[src/rtl/arith_pkg.sv]
// Shared types and defaults for the bit-serial arithmetic blocks.
package arith_pkg;

  localparam int unsigned DEFAULT_WIDTH = 8;

  typedef enum logic [1:0] {
    StIdle  = 2'd0,
    StShift = 2'd1,
    StDone  = 2'd2
  } state_e;

endpackage

[src/rtl/serial_subtractor_if.sv]
// Request/result bundle for the serial subtractor; master issues operands, slave computes.
interface serial_subtractor_if
  import arith_pkg::*;
#(
  parameter int unsigned WIDTH = DEFAULT_WIDTH
);

  logic             start;
  logic [WIDTH-1:0] a;
  logic [WIDTH-1:0] b;
  logic             bin;
  logic             busy;
  logic             done;
  logic [WIDTH-1:0] d;
  logic             bout;

  modport master (
    output start, a, b, bin,
    input  busy, done, d, bout
  );

  modport slave (
    input  start, a, b, bin,
    output busy, done, d, bout
  );

endinterface

[src/rtl/full_subtractor_behav.sv]
// One-bit full subtractor: d = a - b - bin with borrow-out.
module full_subtractor_behav (
  input  logic a_i,
  input  logic b_i,
  input  logic bin_i,
  output logic d_o,
  output logic bout_o
);

  always_comb begin
    d_o    = a_i ^ b_i ^ bin_i;
    bout_o = (~a_i & b_i) | (bin_i & ~(a_i ^ b_i));
  end

endmodule

[src/rtl/serial_subtractor.sv]
// Bit-serial WIDTH-bit subtractor: one full-subtractor cell, one bit per clock, LSB first.
module serial_subtractor
  import arith_pkg::*;
#(
  parameter int unsigned WIDTH = DEFAULT_WIDTH
) (
  input logic               clk,
  input logic               rst_n,
  serial_subtractor_if.slave bus
);

  localparam int unsigned CntW = $clog2(WIDTH + 1);
  localparam logic [CntW-1:0] LastCnt = CntW'(WIDTH - 1);

  state_e           state_q;
  logic [WIDTH-1:0] a_q, b_q, res_q, d_q;
  logic [CntW-1:0]  cnt_q;
  logic             br_q, busy_q, done_q, bout_q;

  logic             diff_bit, br_d;
  logic [WIDTH-1:0] res_d;

  full_subtractor_behav u_fs (
    .a_i    (a_q[0]),
    .b_i    (b_q[0]),
    .bin_i  (br_q),
    .d_o    (diff_bit),
    .bout_o (br_d)
  );

  // Result fills from the MSB so that after WIDTH shifts bit 0 holds the first diff bit.
  always_comb begin
    res_d            = res_q >> 1;
    res_d[WIDTH-1]   = diff_bit;
  end

  always_ff @(posedge clk or negedge rst_n) begin
    if (!rst_n) begin
      state_q <= StIdle;
      a_q     <= '0;
      b_q     <= '0;
      res_q   <= '0;
      d_q     <= '0;
      cnt_q   <= '0;
      br_q    <= 1'b0;
      busy_q  <= 1'b0;
      done_q  <= 1'b0;
      bout_q  <= 1'b0;
    end else begin
      unique case (state_q)
        StIdle, StDone: begin
          done_q <= 1'b0;
          if (bus.start) begin
            a_q     <= bus.a;
            b_q     <= bus.b;
            br_q    <= bus.bin;
            res_q   <= '0;
            cnt_q   <= '0;
            busy_q  <= 1'b1;
            state_q <= StShift;
          end else begin
            state_q <= StIdle;
          end
        end
        StShift: begin
          a_q   <= a_q >> 1;
          b_q   <= b_q >> 1;
          br_q  <= br_d;
          res_q <= res_d;
          cnt_q <= cnt_q + CntW'(1);
          if (cnt_q == LastCnt) begin
            d_q     <= res_d;
            bout_q  <= br_d;
            busy_q  <= 1'b0;
            done_q  <= 1'b1;
            state_q <= StDone;
          end
        end
        default: begin
          busy_q  <= 1'b0;
          done_q  <= 1'b0;
          state_q <= StIdle;
        end
      endcase
    end
  end

  assign bus.busy = busy_q;
  assign bus.done = done_q;
  assign bus.d    = d_q;
  assign bus.bout = bout_q;

endmodule

[src/flat_wrapper.sv]
// flat-port wrapper written by rule: the top's interface ports become plain ports
module serial_subtractor_flat import arith_pkg::*;
#(
  parameter int unsigned WIDTH = DEFAULT_WIDTH
)
  (clk, rst_n, bus_start, bus_a, bus_b, bus_bin, bus_busy, bus_done, bus_d, bus_bout);
  serial_subtractor_if #(.WIDTH(WIDTH)) bus_i ();
  input logic clk;
  input logic rst_n;
  input wire logic [$bits(bus_i.start)-1:0] bus_start;
  input wire logic [$bits(bus_i.a)-1:0] bus_a;
  input wire logic [$bits(bus_i.b)-1:0] bus_b;
  input wire logic [$bits(bus_i.bin)-1:0] bus_bin;
  output wire logic [$bits(bus_i.busy)-1:0] bus_busy;
  output wire logic [$bits(bus_i.done)-1:0] bus_done;
  output wire logic [$bits(bus_i.d)-1:0] bus_d;
  output wire logic [$bits(bus_i.bout)-1:0] bus_bout;
  assign bus_i.start = bus_start;
  assign bus_i.a = bus_a;
  assign bus_i.b = bus_b;
  assign bus_i.bin = bus_bin;
  assign bus_busy = bus_i.busy;
  assign bus_done = bus_i.done;
  assign bus_d = bus_i.d;
  assign bus_bout = bus_i.bout;
  serial_subtractor #(.WIDTH(WIDTH)) u_core (.clk(clk), .rst_n(rst_n), .bus(bus_i));
endmodule
[config.mk]
export PLATFORM = sky130hd
export DESIGN_NAME = serial_subtractor_flat
export DESIGN_NICKNAME = d
export VERILOG_FILES = /design/src/rtl/arith_pkg.sv /design/src/rtl/serial_subtractor_if.sv /design/src/rtl/full_subtractor_behav.sv /design/src/rtl/serial_subtractor.sv /design/src/flat_wrapper.sv
export SDC_FILE = /design/constraint.sdc
export NUM_CORES = 1
export LEC_CHECK = 0
export BUFFER_PORTS_ARGS = -buffer_cell sky130_fd_sc_hd__buf_2
export CORE_UTILIZATION = 50
export CTS_CLUSTER_SIZE = 25
export DETAILED_ROUTE_END_ITERATION = 7
export PLACE_DENSITY = 0.73
export SLEW_MARGIN = 20
export SYNTH_ARGS = -nofsm -noshare
export SYNTH_HDL_FRONTEND = slang
export SYNTH_SLANG_ARGS = --single-unit
[constraint.sdc]
create_clock -name clk -period 1.7 [get_ports clk]
set_input_delay 0.085 -clock clk [delete_from_list [all_inputs] [get_ports clk]]
set_output_delay 0.085 -clock clk [all_outputs]
set_load 0.05 [all_outputs]
==> parameters.txt <==
Parameter                              Value

Floorplan
  Width of the die ... 59.43 um
  Die ar. ... 3532 um2
  Count of standard-cell rows ... 20
  Vert. Die Dim ... 59.43 um
  I/O pins ... 31
  Starting density of the core ... 53.15%
  Placeable core region ... just over 3000 um2

Pwr
  Net switching component of the power ... 1.513 mW
  Sequential fraction of design power ... 42.1%
  Power density relative to cell area ... 1943 nW/um2
  Clock share of power ... 12.5%
  Internal power ... 2.320 mW
  Max VDD drop ... 0.0008079 V
  Fraction of power spent switching nets ... 39.48%
  Comb pwr share ... 45.4%
  Leak pwr ... 1.036 nW

Detailed routing
  Final antenna-violating net count ... 0
  DR vias ... ~1100
  Uppermost signal routing layer after detailed routing ... met4
  Met3 Routed Length ... ~120 um
  Post-Route WL ... 2898 um
  DR iter-0 viols ... 37
  Post-DR vias/cell ... 5.505
  Final routed wire length divided by cell count ... 14.21 um
  Number of iterations in the first detailed-routing pass ... 4
  Total DRC errors in the routed layout ... 0
  Detail Route met2 WL ... roughly 1400 um
  Wl on met1 ... 1332 um

Timing
  Setup violators final ... 0
  Number of hold violations in the final report ... 0
  Actual transition at the worst max-transition pin ... roughly 0.54 ns
  Unrepaired setup endpoints after global routing ... no
  Worst clock skew ... 0.01083 ns
  Count of final max-slew check failures ... 0
  Minimum clock period ... 1.589 ns
  Normalized max-slew margin ... 63.88%
  Total negative slack ... 0 ns
  Final critical-path share of the clock period ... between 90 and 100%
  FMAX ... 629.4 MHz

Final layout
  ANT cells ... 0
  Area of all placed cells without fillers ... 1973 um2
  P&R area growth vs syn ... 19.65%
  Most common cell after layout, fill and taps aside ... dfrtp_1
  Top library cells by usage in the layout, fill and taps aside ... dfrtp_1, buf_2, a22o_1
  Fraction of layout instances using a drive strength above 1 ... 33.13%
  Number of nets in the layout ... 181

Global route
  Global-route usage over all layers ... 18.90%
  Global-route wire length before repair ... 4809 um
  Pin count of the biggest net entering global routing ... 25
  Total gr overflow ... 0
  Vias in the first global route ... approximately 1100
  Initial antenna violation count ... 0

Yosys
  Number of warnings printed during yosys synthesis ... 0
  Total of flip-flops plus latches after synthesis ... 40
  Synth unique cells ... 24
  Synthesized Nets ... roughly 140
  Seq/Total Area, Yosys ... 60.70%
  Post-Synthesis Cell Area ... 1649 um2
  Synthesized area per cell ... 13.86 um2
  Number of instances in the synthesized netlist ... 119

Placement
  Placed Area ... 1864 um2
  Count of port buffers added during placement ... 30
  Detailed Place HPWL ... 2083 um
  Final weighted congestion in routability-driven placement ... 0.7259

CTS
  TritonCTS Buffers ... 5
  CTS root buffer ... clkbuf_4
  Depth of the CTS H-tree ... 2
  PostCTS Resize Cnt ... 0
  Clock-pin slew reported for the worst setup and hold paths after clock tree synthesis ... 0.11 ns
  Clk sinks ... 40
  Number of buffers between clock root and the deepest sink ... 2
  CTS tree ... yes
  Clk Latency, worst-skew pair ... ~0.33 ns

Worst hold path
  Worst hold path class ... in2reg

Worst setup path
  Crit path max-delay family ... simple AND/OR/NAND/NOR gates
  Worst setup path class ... reg2reg
  Buf+Inv Stages, Crit Path ... 0
  Startpoint type of the worst setup path ... register
  Critical Path Slowest Stage Cell ... dfrtp_1
  Largest fanout on the critical path ... 9
  Type of element capturing the critical path ... register
  Crit path arrival time ... 1.81 ns
  Critical Path RT ... 1.92 ns
  Max stage delay on crit path ... 0.41 ns
  Cells along the critical path ... ha_1 > nand3b_1 > nor2_4 > mux2_2

Run
  Number of maximum-capacitance constraint violations ... 0

Status
  Result of the run ... finished, final reports clean
==> per-stage QoR <==
step	std cells	worst slack [ns]	hold slack (ns)	util (%)	power (mW)
4_1_cts	203	0.09744	0.008354	63.27	3.866
2_1_floorplan	119	0.1205	-0.2106	-	2.976
3_5_place_dp	191	0.1227	0.05935	60.08	3.370
3_3_place_gp	191	0.2036	0.05582	60.08	3.296
6_report	204	0.1111	0.03466	63.59	3.833
5_1_grt	204	0.004770	0.02982	63.59	4.088
==> synth_stat cells <==
cell      instances  share of area, %
a22o_1           24                13
buf_2             4               1.2
buf_4             1              0.46
o21ai_0           2              0.61
clkbuf_1          1              0.23
a21o_1           14               6.4
buf_6             1              0.68
fa_1              1               1.2
nor2b_2           1              0.53
nor3_1            1              0.30
dfrtp_1          40                61
nor2_1            3              0.68
nand2b_1          2              0.76
ha_1              1              0.76
mux2i_1           2               1.2
nand4_1           1              0.38
xnor2_1           1              0.53
o31ai_1           1              0.46
nor2_4            2               1.4
nor2b_1           2              0.76
mux2_2            8               5.5
inv_1             2              0.46
nand3b_1          2              0.91
a221o_1           2               1.2
==> cell type report <==
cell class	count	area (um2)
clock buffer	8	58.81
tap	44	55.05
multi-input combinational	70	600.6
sequential	40	1001
fill	260	1130
inverter	2	7.507
timing repair buffer	40	250.2
==> flip-flops by register name, summed over array words and instances, names as in the netlist <==
signal           flops
u_core.br_q          1
u_core.cnt_q         4
u_core.bus.d         8
u_core.state_q       1
u_core.res_q         7
u_core.bus.bout      1
u_core.bus.busy      1
u_core.bus.done      1
u_core.b_q           8
u_core.a_q           8
==> logic make-up (layout without fill, tap and decap cells) <==
family                   after synthesis  count (layout)  synth area share, %
AND/OR/NAND/NOR                       14              14                5.690
flip-flops                            40              40                60.70
adder cells (fa/ha/maj)                2               2                1.973
XOR/XNOR                               1               1               0.5312
AO/OA/AOI/OAI                         43              43                21.40
buffers and inverters                  9              50                3.035
multiplexers                          10              10                6.677
==> power by group through the flow <==
stage	sequential (mW)	clock, mW	combinational (mW)
after CTS	1.61	0.492	1.76
final	1.61	0.478	1.74
after detailed placement	1.63	0	1.74
after floorplan	1.91	0	1.07
after global placement	1.61	0	1.69
after global routing	1.67	0.529	1.89
==> repair_timing <==
action | in CTS | in global routing
hold buffers | 4 | 1
endpoints found under the hold margin | 22 | 1
setup buffers | 0 | 0
==> metal layers <==
layer | vias to the layer above | global-route usage (%)
met4 | 0 | 7.823
met3 | 2 | 6.550
li1 | 521 | -
met1 | 577 | 23.08
met5 | - | 0
met2 | 23 | 30.50
==> path summary, 6_finish.rpt <==
| path | startpoint | endpoint | slack, ns | cells after the start |
|---|---|---|---|---|
| max | u_core.cnt_q[0]$_DFFE_PN0P_ | u_core.bus.d[6]$_DFFE_PN0P_ | 0.11 | 4 |
| min | bus_start | u_core.bus.busy$_DFFE_PN0P_ | 0.03 | 3 |
| max reg2reg | u_core.cnt_q[0]$_DFFE_PN0P_ | u_core.bus.d[6]$_DFFE_PN0P_ | 0.11 | 4 |
| min reg2reg | u_core.a_q[1]$_DFFE_PN0P_ | u_core.a_q[1]$_DFFE_PN0P_ | 0.49 | 1 |
| max in group asynchronous | rst_n | u_core.bus.d[6]$_DFFE_PN0P_ | 1.02 | 3 |
| min in group asynchronous | rst_n | u_core.a_q[7]$_DFFE_PN0P_ | 0.22 | 2 |
==> worst register-to-register path, delay by kind of cell (launching register included) <==
family,cells,cell delay (ns)
mux,1,0.38
fa+ha+maj,1,0.20
flops,1,0.41
simple gates,2,0.50
No activity file was read; power rests on OpenSTA's default activity.
